===== src/rtl/sc_stage_ctrl_if.sv =====
// rtl/sc_stage_ctrl_if.sv - LLR input, partial-sum and result stream bundle for one SC stage
interface sc_stage_ctrl_if #(
    parameter int BITS = 4,
    parameter int LOGN = 2
);
    localparam int N  = 1 << LOGN;
    localparam int IW = (LOGN > 1) ? LOGN - 1 : 1;

    logic            in_valid;
    logic            in_ready;
    logic [BITS-1:0] in_llr;
    logic            u_valid;
    logic            u_ready;
    logic [N/2-1:0]  u_bits;
    logic            out_valid;
    logic            out_ready;
    logic [BITS-1:0] out_llr;
    logic            out_is_g;
    logic [IW-1:0]   out_idx;
    logic            done;

    modport master (
        output in_valid, in_llr, u_valid, u_bits, out_ready,
        input  in_ready, u_ready, out_valid, out_llr, out_is_g, out_idx, done
    );

    modport slave (
        input  in_valid, in_llr, u_valid, u_bits, out_ready,
        output in_ready, u_ready, out_valid, out_llr, out_is_g, out_idx, done
    );
endinterface


===== src/rtl/sc_stage_ctrl.sv =====
// rtl/sc_stage_ctrl.sv - SC decoder stage sequencer: buffer N LLRs, emit f results, take u, emit g results
// Optional feature macro SC_G_SAT_EN: saturate the g result instead of wrapping it.
module sc_stage_ctrl #(
    parameter int BITS = 4,
    parameter int LOGN = 2
) (
    input  logic           clk,
    input  logic           rst_n,
    sc_stage_ctrl_if.slave bus
);
    localparam int N  = 1 << LOGN;
    localparam int H  = N / 2;
    localparam int IW = (LOGN > 1) ? LOGN - 1 : 1;
    localparam logic signed [BITS-1:0] SMAX = {1'b0, {(BITS-1){1'b1}}};
    localparam logic signed [BITS-1:0] SMIN = {1'b1, {(BITS-1){1'b0}}};
    localparam logic [LOGN-1:0] LAST_IN  = LOGN'(N - 1);
    localparam logic [LOGN-1:0] LAST_OUT = LOGN'(H - 1);

    typedef enum logic [1:0] {LOAD, F_OUT, WAIT_U, G_OUT} state_t;

    state_t          state;
    logic [LOGN-1:0] cnt;
    logic            in_ready_q;
    logic            u_ready_q;
    logic            out_valid_q;
    logic            out_is_g_q;
    logic            done_q;
    logic [BITS-1:0] llr [N];
    logic [H-1:0]    u_q;

    logic in_fire;
    logic u_fire;
    logic out_fire;

    assign in_fire  = bus.in_valid && in_ready_q;
    assign u_fire   = bus.u_valid && u_ready_q;
    assign out_fire = out_valid_q && bus.out_ready;

    always_ff @(posedge clk or negedge rst_n) begin
        if (!rst_n) begin
            state       <= LOAD;
            cnt         <= '0;
            in_ready_q  <= 1'b1;
            u_ready_q   <= 1'b0;
            out_valid_q <= 1'b0;
            out_is_g_q  <= 1'b0;
            done_q      <= 1'b0;
        end else begin
            done_q <= 1'b0;
            case (state)
                LOAD: begin
                    if (in_fire) begin
                        if (cnt == LAST_IN) begin
                            cnt         <= '0;
                            state       <= F_OUT;
                            in_ready_q  <= 1'b0;
                            out_valid_q <= 1'b1;
                            out_is_g_q  <= 1'b0;
                        end else begin
                            cnt <= cnt + LOGN'(1);
                        end
                    end
                end
                F_OUT: begin
                    if (out_fire) begin
                        if (cnt == LAST_OUT) begin
                            cnt         <= '0;
                            state       <= WAIT_U;
                            out_valid_q <= 1'b0;
                            u_ready_q   <= 1'b1;
                        end else begin
                            cnt <= cnt + LOGN'(1);
                        end
                    end
                end
                WAIT_U: begin
                    if (u_fire) begin
                        state       <= G_OUT;
                        u_ready_q   <= 1'b0;
                        out_valid_q <= 1'b1;
                        out_is_g_q  <= 1'b1;
                    end
                end
                G_OUT: begin
                    if (out_fire) begin
                        if (cnt == LAST_OUT) begin
                            cnt         <= '0;
                            state       <= LOAD;
                            out_valid_q <= 1'b0;
                            out_is_g_q  <= 1'b0;
                            in_ready_q  <= 1'b1;
                            done_q      <= 1'b1;
                        end else begin
                            cnt <= cnt + LOGN'(1);
                        end
                    end
                end
                default: state <= LOAD;
            endcase
        end
    end

    // Data storage carries no reset; contents are only meaningful after a full load.
    always_ff @(posedge clk) begin
        if (in_fire) llr[cnt] <= bus.in_llr;
        if (u_fire)  u_q      <= bus.u_bits;
    end

    function automatic logic signed [BITS-1:0] sat_abs(input logic signed [BITS-1:0] x);
        if (x == SMIN)
            return SMAX;
        else if (x[BITS-1])
            return -x;
        else
            return x;
    endfunction

    logic [LOGN-1:0]        b_idx;
    logic signed [BITS-1:0] a;
    logic signed [BITS-1:0] b;
    logic signed [BITS-1:0] mag_a;
    logic signed [BITS-1:0] mag_b;
    logic signed [BITS-1:0] m;
    logic signed [BITS-1:0] f_res;
    logic signed [BITS-1:0] g_res;
    logic                   u_sel;

    always_comb begin
        b_idx = cnt + LOGN'(H);
        a     = llr[cnt];
        b     = llr[b_idx];
        mag_a = sat_abs(a);
        mag_b = sat_abs(b);
        m     = (mag_a < mag_b) ? mag_a : mag_b;
        f_res = (a[BITS-1] ^ b[BITS-1]) ? -m : m;
        u_sel = u_q[cnt[IW-1:0]];
    end

`ifdef SC_G_SAT_EN
    localparam logic signed [BITS:0] WMAX = {2'b00, {(BITS-1){1'b1}}};
    localparam logic signed [BITS:0] WMIN = {2'b11, {(BITS-1){1'b0}}};
    logic signed [BITS:0] g_wide;

    always_comb begin
        g_wide = u_sel ? ({b[BITS-1], b} - {a[BITS-1], a})
                       : ({b[BITS-1], b} + {a[BITS-1], a});
        if (g_wide > WMAX)
            g_res = SMAX;
        else if (g_wide < WMIN)
            g_res = SMIN;
        else
            g_res = g_wide[BITS-1:0];
    end
`else
    always_comb begin
        g_res = u_sel ? (b - a) : (b + a);
    end
`endif

    assign bus.in_ready  = in_ready_q;
    assign bus.u_ready   = u_ready_q;
    assign bus.out_valid = out_valid_q;
    assign bus.out_is_g  = out_is_g_q;
    assign bus.done      = done_q;
    assign bus.out_idx   = out_valid_q ? cnt[IW-1:0] : '0;
    assign bus.out_llr   = !out_valid_q ? '0 : (out_is_g_q ? g_res : f_res);
endmodule


===== src/flat_wrapper.sv =====
// flat-port wrapper written by rule: the top's interface ports become plain ports
module sc_stage_ctrl_flat 
#(
    parameter int BITS = 4,
    parameter int LOGN = 2
)
  (clk, rst_n, bus_in_valid, bus_in_llr, bus_u_valid, bus_u_bits, bus_out_ready, bus_in_ready, bus_u_ready, bus_out_valid, bus_out_llr, bus_out_is_g, bus_out_idx, bus_done);
  sc_stage_ctrl_if #(.BITS(BITS), .LOGN(LOGN)) bus_i ();
  input  logic clk;
  input  logic rst_n;
  input wire logic [$bits(bus_i.in_valid)-1:0] bus_in_valid;
  input wire logic [$bits(bus_i.in_llr)-1:0] bus_in_llr;
  input wire logic [$bits(bus_i.u_valid)-1:0] bus_u_valid;
  input wire logic [$bits(bus_i.u_bits)-1:0] bus_u_bits;
  input wire logic [$bits(bus_i.out_ready)-1:0] bus_out_ready;
  output wire logic [$bits(bus_i.in_ready)-1:0] bus_in_ready;
  output wire logic [$bits(bus_i.u_ready)-1:0] bus_u_ready;
  output wire logic [$bits(bus_i.out_valid)-1:0] bus_out_valid;
  output wire logic [$bits(bus_i.out_llr)-1:0] bus_out_llr;
  output wire logic [$bits(bus_i.out_is_g)-1:0] bus_out_is_g;
  output wire logic [$bits(bus_i.out_idx)-1:0] bus_out_idx;
  output wire logic [$bits(bus_i.done)-1:0] bus_done;
  assign bus_i.in_valid = bus_in_valid;
  assign bus_i.in_llr = bus_in_llr;
  assign bus_i.u_valid = bus_u_valid;
  assign bus_i.u_bits = bus_u_bits;
  assign bus_i.out_ready = bus_out_ready;
  assign bus_in_ready = bus_i.in_ready;
  assign bus_u_ready = bus_i.u_ready;
  assign bus_out_valid = bus_i.out_valid;
  assign bus_out_llr = bus_i.out_llr;
  assign bus_out_is_g = bus_i.out_is_g;
  assign bus_out_idx = bus_i.out_idx;
  assign bus_done = bus_i.done;
  sc_stage_ctrl #(.BITS(BITS), .LOGN(LOGN)) u_core (.clk(clk), .rst_n(rst_n), .bus(bus_i));
endmodule

===== config.mk =====
export PLATFORM = sky130hd
export DESIGN_NAME = sc_stage_ctrl_flat
export DESIGN_NICKNAME = d
export VERILOG_FILES = /design/src/rtl/sc_stage_ctrl_if.sv /design/src/rtl/sc_stage_ctrl.sv /design/src/flat_wrapper.sv
export SDC_FILE = /design/constraint.sdc
export NUM_CORES = 1
export LEC_CHECK = 0
export CORE_MARGIN = 10
export CORE_UTILIZATION = 45
export DETAILED_ROUTE_END_ITERATION = 6
export GPL_ROUTABILITY_DRIVEN = 0
export HOLD_SLACK_MARGIN = 0.15
export PLACE_DENSITY = 0.72
export SYNTH_ARGS = -nofsm -noshare
export SYNTH_HDL_FRONTEND = slang
export SYNTH_SLANG_ARGS = --single-unit
export TNS_END_PERCENT = 50

===== constraint.sdc =====
create_clock -name clk -period 4 [get_ports clk]
set_clock_uncertainty 0.05 [all_clocks]
set_input_delay 0.8 -clock clk [delete_from_list [all_inputs] [get_ports clk]]
set_output_delay 0.8 -clock clk [all_outputs]
set_load 0.005 [all_outputs]

# ---- After elaboration in Yosys (flattened, before gate mapping)
# Memories as Yosys holds them, arrays and structs flattened.
# Index checks and enable logic that the tools add are counted.
dict set report op_classes {
  bitwise_logic 1
  magnitude_cmp 2
  add_sub_neg 7
  reduce_logical 15
  eq_ne 16
  n_mux 44
}
# op count
set op_table {}
lappend op_table {{2-to-1 mux 4 bit} 9}
lappend op_table {{2-to-1 mux 2 bit} 11}
lappend op_table {{2-to-1 mux 1 bit} 18}
lappend op_table {{!= test 2 x 1 -> 1 bit (second input constant)} 9}
lappend op_table {{negation 4 bit} 3}
lappend op_table {{AND reduction 5 bit} 2}
lappend op_table {{equality test 4 bit (second input constant)} 2}
lappend op_table {{one-hot mux 2 bit (4 select lines)} 1}
lappend op_table {{AND reduction 7 bit} 1}
lappend op_table {{equality test 2 bit (second input constant)} 3}
lappend op_table {{one-hot mux 1 bit (3 select lines)} 2}
lappend op_table {{AND reduction 6 bit} 1}
lappend op_table {{nonzero test 2 bit} 3}
lappend op_table {{adder 4 bit} 1}
lappend op_table {{equality test 2 x 1 -> 1 bit (second input constant)} 2}
lappend op_table {{less-than comparator 4 bit} 1}
lappend op_table {{one-hot mux 1 bit (2 select lines)} 2}
lappend op_table {{one-hot mux 2 bit (2 select lines)} 1}
lappend op_table {{AND reduction 4 bit} 1}
lappend op_table {{subtractor 4 bit} 1}
lappend op_table {{logical AND 1 bit} 3}
lappend op_table {{AND reduction 3 bit} 1}
lappend op_table {{nonzero test 3 bit} 1}
lappend op_table {{adder 2 x 1 -> 2 bit (second input constant)} 1}
lappend op_table {{other kinds (5)} 5}
dict set report totals {
  ramBits 16
  out_inout_bits 10
  wordCells 94
  ff_bits 11
  memories 1
  in_bits 11
}
# name depth word_bits rd rd_clocked_by_memory_dff write_ports line
set mem_list {}
lappend mem_list {u_core.llr 4 4 2 0 1 sc_stage_ctrl.sv:28} ;# logic [BITS-1:0] llr [N];

# ---- Longest topological paths before layout
# Gate-level depths: netlist (run 1).
# An unclocked memory read counts as a cell.
dict set report depth {
  ltp_word 11
  ltp_mapped 18
}

# ---- Least setup slack after synthesis (run 1)
# OpenSTA, ideal clock, no wires.
dict set report synth_timing {
  path_kind {register to output}
  from {register u_core.cnt[0]}
  to {output port bus_out_llr[1]}
  slack_ns -0.262
  stages_incl_launch_ff 16
  t_arrival_ns 3.412
  cell_sequence {dfrtp_1 buf_6 mux4_2 inv_1 ha_1 inv_1 o211ai_1 o21ai_0 ha_1 o211a_1 a21oi_4 mux2_2 ha_1 o21ai_0 a21oi_1 o21bai_1}
}
dict set report synth_via {
  elab_chain_cells 11
}
# item line
set synth_lines {}
lappend synth_lines {{from (decl)} sc_stage_ctrl.sv:22} ;# logic [LOGN-1:0] cnt;
lappend synth_lines {{from (signal assigned)} sc_stage_ctrl.sv:60} ;# cnt <= cnt + LOGN'(1);
lappend synth_lines {{from (signal assigned)} sc_stage_ctrl.sv:72} ;# cnt <= cnt + LOGN'(1);
lappend synth_lines {{from (signal assigned)} sc_stage_ctrl.sv:94} ;# cnt <= cnt + LOGN'(1);
lappend synth_lines {{adder 2 bit} sc_stage_ctrl.sv:129} ;# b_idx = cnt + LOGN'(H);
lappend synth_lines {{memory (4 x 4 bit)} -}
lappend synth_lines {{negation 4 bit} sc_stage_ctrl.sv:113} ;# return -x;
lappend synth_lines {{2-to-1 mux 4 bit} sc_stage_ctrl.sv:112} ;# else if (x[BITS-1])
lappend synth_lines {{2-to-1 mux 4 bit} sc_stage_ctrl.sv:110} ;# if (x == SMIN)
lappend synth_lines {{less-than comparator 4 bit} sc_stage_ctrl.sv:134} ;# m = (mag_a < mag_b) ? mag_a : mag_b;
lappend synth_lines {{2-to-1 mux 4 bit} sc_stage_ctrl.sv:134}
lappend synth_lines {{negation 4 bit} sc_stage_ctrl.sv:135} ;# f_res = (a[BITS-1] ^ b[BITS-1]) ? -m : m;
lappend synth_lines {{2-to-1 mux 4 bit} sc_stage_ctrl.sv:135}
lappend synth_lines {{2-to-1 mux 4 bit (*) (2 in series)} sc_stage_ctrl.sv:166} ;# assign bus.out_llr = !out_valid_q ? '0 : (out_is_g_q ? g_res : f_res);
lappend synth_lines {{to (decl)} flat_wrapper.sv:19} ;# output wire logic [$bits(bus_i.out_llr)-1:0] bus_out_llr;
# Every way passes the cells marked *; elsewhere a longest branch is shown, timed or not. The select of a mux whose other input is x is not followed.

# ---- Worst setup path after layout (run 1)
dict set report layout_timing {
  from {register u_core.cnt[0]}
  to {output port bus_out_llr[3]}
}
# The elaborated chain is that of the path after synthesis.

==> results of run 1 <==
state kept, by name (all words and copies together), names as in the netlist:
register,count
u_core.bus.out_is_g,1
u_core.bus.u_ready,1
u_core.state,2
u_core.llr,16
u_core.bus.in_ready,1
u_core.u_q,2
u_core.bus.done,1
u_core.bus.out_valid,1
u_core.cnt,2
worst max-delay path, delay by kind of cell, from the launching register on:
family | cells | cell delay [ns]
compound gates | 1 | 0.06
fa+ha+maj | 1 | 0.38
simple gates | 5 | 1.05
buf+inv | 5 | 0.60
flops | 1 | 0.40
mux | 3 | 0.91
stage by stage:
stage	area, sq um	worst slack (ns)	utilization	TNS, ns
after global placement	2540	-0.532	0.618	-1.90
final	2810	-0.518	0.684	-1.82
after CTS	2670	-0.519	0.650	-1.82
after global routing	2810	-0.672	0.684	-2.43
after floorplan	2020	-0.0973	-	-0.180
after detailed placement	2540	-0.657	0.618	-2.38
worst max path at each step:
stage                   from        endpoint  slack, ns  cells past startpoint
5_1_grt        u_core.cnt[0]  bus_out_llr[1]      -0.67                     17
3_3_place_gp   u_core.cnt[0]  bus_out_llr[1]      -0.53                     17
6_report       u_core.cnt[0]  bus_out_llr[3]      -0.52                     15
2_1_floorplan  u_core.cnt[0]  bus_out_llr[1]       -0.1                     16
3_5_place_dp   u_core.cnt[0]  bus_out_llr[1]      -0.66                     17
4_1_cts        u_core.cnt[0]  bus_out_llr[1]      -0.52                     16
cell families after synthesis:
kind of cell,after synthesis,synth area share
simple gates,42,0.102
mux,19,0.150
compound gates,39,0.132
xor+xnor,8,0.0356
flops,27,0.390
fa+ha+maj,21,0.136
buf+inv,26,0.0540
metal layers:
layer | vias up | global-route usage
met1 | 820 | 0.142
li1 | 802 | -
met4 | 0 | 0.0539
met3 | 16 | 0.0255
met2 | 50 | 0.260
met5 | - | 0
placed cells by master, fill, tap and decap left out, drive strengths merged:
cell	count
maj3	1
mux2i	7
and3	4
o22ai	1
edfxtp	18
mux2	4
clkdlybuf4s50	16
a221oi	2
a31oi	3
dfstp	1
a21o	1
o21bai	1
nor2	14
o211ai	1
nand4	1
and2	2
mux4	8
xor2	4
or2	1
xnor2	4
clkbuf	3
a22o	1
ha	19
buf	53
a21oi	11
o21ai	13
o21a	2
o211a	1
dfrtp	8
o221ai	1
nand2	9
inv	23
a2bb2oi	1
nor3	1
fa	1
or4	1
nor3b	1
nand3	8
area by class of cell:
cell class / count / share of cell area
Timing Repair Buffer: 69 / 0.206
Inverter: 22 / 0.0302
Tap cell: 50 / 0.0222
Clock inverter: 1 / 0.00311
Sequential cell: 27 / 0.273
Multi-Input combinational cell: 129 / 0.451
Clock buffer: 3 / 0.0147
what timing repair did:
action / CTS / global route
gates resized for setup: 28 / 21
pin swaps: 15 / 12
buffers inserted: 7 / 7
endpoints found under the setup margin: 4 / 4
==> results_dict.tcl, run 1 <==
set metrics [dict create \
    synthesis.instances 182 \
    final.setup.worst_slack_ns -0.518 \
    grt_setup_unrepaired "true" \
    numClockSinks 27 \
    rr_endpoint "u_core.state[0]" \
    drt_pass1_iterations 4 \
    syn_area_per_cell_sq_um 10.8 \
    vias_per_inst 5.61 \
    share_of_flip_flops_with_an_asynchronous_set_or_reset_after_synthesis 0.333 \
    timing.critical_path.required_ns 3.15 \
    wirelength_met1_um 1920 \
    vias 1688 \
    timing.critical_path.slowest_stage_cell "mux4_2" \
    fillerInstances 286 \
    number_of_nets_in_the_finished_design 283 \
    layout_cell_share_with_drive_strength_beyond_1 0.402 \
    tightestPinTransition_ns 0.640 \
    number_of_antenna_violations_at_the_first_check_in_global_routing 0 \
    post-synth-top-area-cell "edfxtp_1" \
    syn-cell-area_sq_um 1970 \
    synth-edff-count 18 \
    slew_headroom 0.574 \
    numCtsBuffers 3 \
    cts_tree "done" \
    synth.yosys.seq_area_share 0.390 \
    route.top_layer_used "met4" \
    synth-seq-cells 27 \
    clockBufferDepth 2 \
    post_synth_most_frequent_cells "21 x inv_1, 19 x ha_1, 18 x edfxtp_1" \
    hold_path_start "u_core.bus.in_ready" \
    postRouteWirelength_um 5120 \
    multi_input_area_sq_um 1270 \
    std_cell_rows 23 \
    synth_nets 213 \
    critPathMaxFanout 6 \
    post_detailed_placement_half_perimeter_wirelength_um 4000 \
    cts_htree_levels 1 \
    worst_hold_path_stage_count 2 \
    synthToLayoutAreaGrowth_pct 43.0 \
    cp_cell_sequence "buf_12, buf_4, mux4_2, nor3b_4, nor2_2, nand4_1, ha_4, mux2i_4, a21oi_4, buf_4, buf_6, mux2i_1, or4_1, nand3_1, buf_2" \
    cp-start-kind "register" \
    library_cell_used_as_clock_root_buffer "clkbuf_8" \
    n_antenna_cell 0 \
    criticalPathCategory "reg -> out" \
    yosys_warnings 0 \
    crit_path_end_kind "output pin" \
    holdPathEnd "u_core.bus.in_ready" \
    post_cts_hold_buffer_count 0 \
    netlist.area_leader.share 0.275 \
    flip_flop_and_latch_area_sq_um 767 \
    finalCritPeriodShare 1.13 \
    timing.hold.worst.class "reg -> reg" \
    clkSlewWorstSetupHoldPaths_ns 0.09 \
    detail_route.iter0.violations 68 \
    worst_path_largest_cell_delay_ns 0.53 \
    depth_of_the_worst_register_to_register_path 7 \
    finalSetupViolCount 4 \
    violations_in_the_final_reports "setup timing" \
    globalRoute.totalOverflow 0 \
    initial_cell_density_of_the_core 0.478 \
    number_of_global_route_vias_before_repair 1805 \
    fp.dieArea_sq_um 7420 \
    final_period_minus_worst_setup_slack_ns 4.52 \
    fmax_mhz 221 \
    synth_most_common_cell "inv_1" \
    largest_net_degree_at_the_start_of_global_routing 18 \
    post_synthesis_cell_type_count 43 \
    fp.dieH_um 86.1 \
    hold_viol_final 0 \
    synth_top_flop_cell "edfxtp_1" \
    die_w_um 86.1 \
    core_footprint_sq_um 4120 \
    max_cap_violations 0 \
    placedCellCount 284 \
    detail-route-antenna-nets 0 \
    post_layout_nonfiller_instances 301 \
    grt.total_usage 0.137 \
    outcome "complete, but fails checks" \
    reg2reg_setup_slack_ns 2.08 \
    io_pins 21 \
    drt_drc_violations_left 0 \
    met3WireLength_um 184 \
    met2_wirelength_um 2850 \
    cp_common_cell "buf_4" \
    yosys-top-cells-area "edfxtp_1 27%, ha_1 12%, dfrtp_1 10%" \
    wire_length_of_the_first_global_routing_pass_um 8310 \
    wp_data_arrival_ns 3.67 \
    port-buffer-count 20 \
    critical_path.reg2reg.startpoint "u_core.cnt[1]" \
    hold-worst-slack_ns 0.517 \
    routedWlPerCell_um 17.0 \
    report.final.slew_viol_count 0 \
    worst_skew_pair.late_latency_ns 0.28 \
]
Power of run 1 is not shown: default switching activity piles up to over one toggle a cycle in this logic, so the estimate is an artifact.
==> inputs of run 2 (changes only) <==
- CORE_ASPECT_RATIO: not set -> 1.2
==> results_dict.tcl, run 2 (synthesis gave the netlist of run 1 again) <==
set metrics [dict create \
    hold_path_start "u_core.bus.in_ready" \
    initial_cell_density_of_the_core 0.465 \
    numCtsBuffers 3 \
    slew_headroom 0.643 \
    flip_flop_and_latch_area_sq_um 767 \
    clockBufferDepth 2 \
    synthToLayoutAreaGrowth_pct 40.6 \
    depth_of_the_worst_register_to_register_path 9 \
    final_period_minus_worst_setup_slack_ns 4.53 \
    max_flop_register "u_core.llr" \
    rr_endpoint "u_core.bus.out_is_g" \
    largest_register_ffs 16 \
    post_layout_nonfiller_instances 309 \
    postRouteWirelength_um 4590 \
    final_cell_mix "49 x buf_4, 18 x edfxtp_1, 16 x inv_1, 16 x clkdlybuf4s50_1, 14 x ha_1" \
    numClockSinks 27 \
    placed_area_sq_um 2530 \
    reg2reg_setup_slack_ns 2.06 \
    grt_setup_unrepaired "true" \
    cts_htree_levels 1 \
    post_route_cell_area_sq_um 2770 \
    fp.dieArea_sq_um 7430 \
    final.setup.worst_slack_ns -0.532 \
    critPathMaxFanout 6 \
    post_detailed_placement_half_perimeter_wirelength_um 3420 \
    holdPathEnd "u_core.bus.in_ready" \
    wire_length_of_the_first_global_routing_pass_um 7570 \
    final_core_utilization 0.654 \
    placedCellCount 287 \
    violations_in_the_final_reports "setup timing" \
    globalRoute.totalOverflow 0 \
    worst_skew_pair.late_latency_ns 0.27 \
    cp-start-kind "register" \
    std_cell_rows 26 \
    vias 1665 \
    grt.total_usage 0.125 \
    vias_per_inst 5.39 \
    fmax_mhz 221 \
    cts_tree "done" \
    layout_cell_share_with_drive_strength_beyond_1 0.395 \
    io_pins 21 \
    core_footprint_sq_um 4230 \
    number_of_global_route_vias_before_repair 1705 \
    number_of_nets_in_the_finished_design 285 \
    critical_path.reg2reg.startpoint "u_core.cnt[0]" \
    fillerInstances 323 \
    layout.cells.most_common "buf_4" \
    number_of_antenna_violations_at_the_first_check_in_global_routing 0 \
    outcome "complete, but fails checks" \
    post_cts_hold_buffer_count 0 \
    finalSetupViolCount 4 \
    max_cap_violations 0 \
    drt_drc_violations_left 0 \
    finalCritPeriodShare 1.13 \
    drt_pass1_iterations 4 \
    n_antenna_cell 0 \
    fp.dieH_um 92.4 \
    timing.hold.worst.class "reg -> reg" \
    wp_data_arrival_ns 3.68 \
    tightestPinTransition_ns 0.535 \
    report.final.slew_viol_count 0 \
    largest_net_degree_at_the_start_of_global_routing 16 \
    criticalPathCategory "reg -> out" \
    detail-route-antenna-nets 0 \
    port-buffer-count 20 \
    multi_input_area_sq_um 1220 \
    hold_viol_final 0 \
    detail_route.iter0.violations 74 \
    clkSlewWorstSetupHoldPaths_ns 0.09 \
    worst_hold_path_stage_count 2 \
    die_w_um 80.4 \
    library_cell_used_as_clock_root_buffer "clkbuf_8" \
    routedWlPerCell_um 14.9 \
    timing.critical_path.required_ns 3.15 \
    crit_path_end_kind "output pin" \
]
run 2: what timing repair did:
item	in CTS	in global routing
buffers inserted	15	4
resized for setup	32	8
pin swaps	14	4
endpoints found under the hold margin	0	0
endpoints found under the setup margin	4	4
cloned	0	0
run 2: worst max-delay path by stage:
| stage | to | cells after the start | start |
|---|---|---|---|
| global placement | bus_out_llr[1] | 17 | u_core.cnt[0] |
| CTS | bus_out_llr[1] | 16 | u_core.cnt[0] |
| global route | bus_out_llr[1] | 17 | u_core.cnt[0] |
| detailed placement | bus_out_llr[1] | 16 | u_core.cnt[0] |
| floorplan | bus_out_llr[1] | 16 | u_core.cnt[0] |
| finish | bus_out_llr[1] | 17 | u_core.cnt[0] |
run 2: critical path, stage by stage (launching register included):
cell and delay [ns]:
dfrtp_1 0.38, buf_12 0.13, mux4_2 0.53, inv_2 0.11, ha_4 0.14, inv_4 0.04, nor3b_4 0.20, nor2_2 0.07
nand4_1 0.17, ha_4 0.26, mux2i_4 0.19, a21oi_4 0.16, mux2_4 0.34, ha_4 0.24, o21ai_2 0.10, a21oi_1 0.05
o21bai_1 0.17, buf_2 0.13
run 2: layer usage:
metal | part of all wire | up-vias | GRT usage
met3 | 0.022 | 13 | 0.0145
met2 | 0.55 | 35 | 0.229
li1 | - | 807 | -
met1 | 0.39 | 810 | 0.134
met4 | 0.034 | 0 | 0.0662
met5 | 0 | - | 0
run 2: cell type report:
cell class	count	area share
Clock buffer	3	0.0149
Multi-Input combinational cell	129	0.441
Inverter	22	0.0307
Clock inverter	1	0.00181
Tap cell	56	0.0253
Sequential cell	27	0.277
Timing Repair Buffer	71	0.209
run 2: per-stage QoR:
| stage | setup WS (ns) | TNS (ns) | hold WS, ns |
|---|---|---|---|
| after floorplan | -0.0973 | -0.180 | 0.445 |
| after global placement | -0.565 | -2.04 | 0.470 |
| after detailed placement | -0.600 | -2.13 | 0.465 |
| after CTS | -0.472 | -1.60 | 0.485 |
| after global routing | -0.671 | -2.39 | 0.514 |
| final | -0.532 | -1.81 | 0.490 |
Power of run 2 is left out for the same reason.
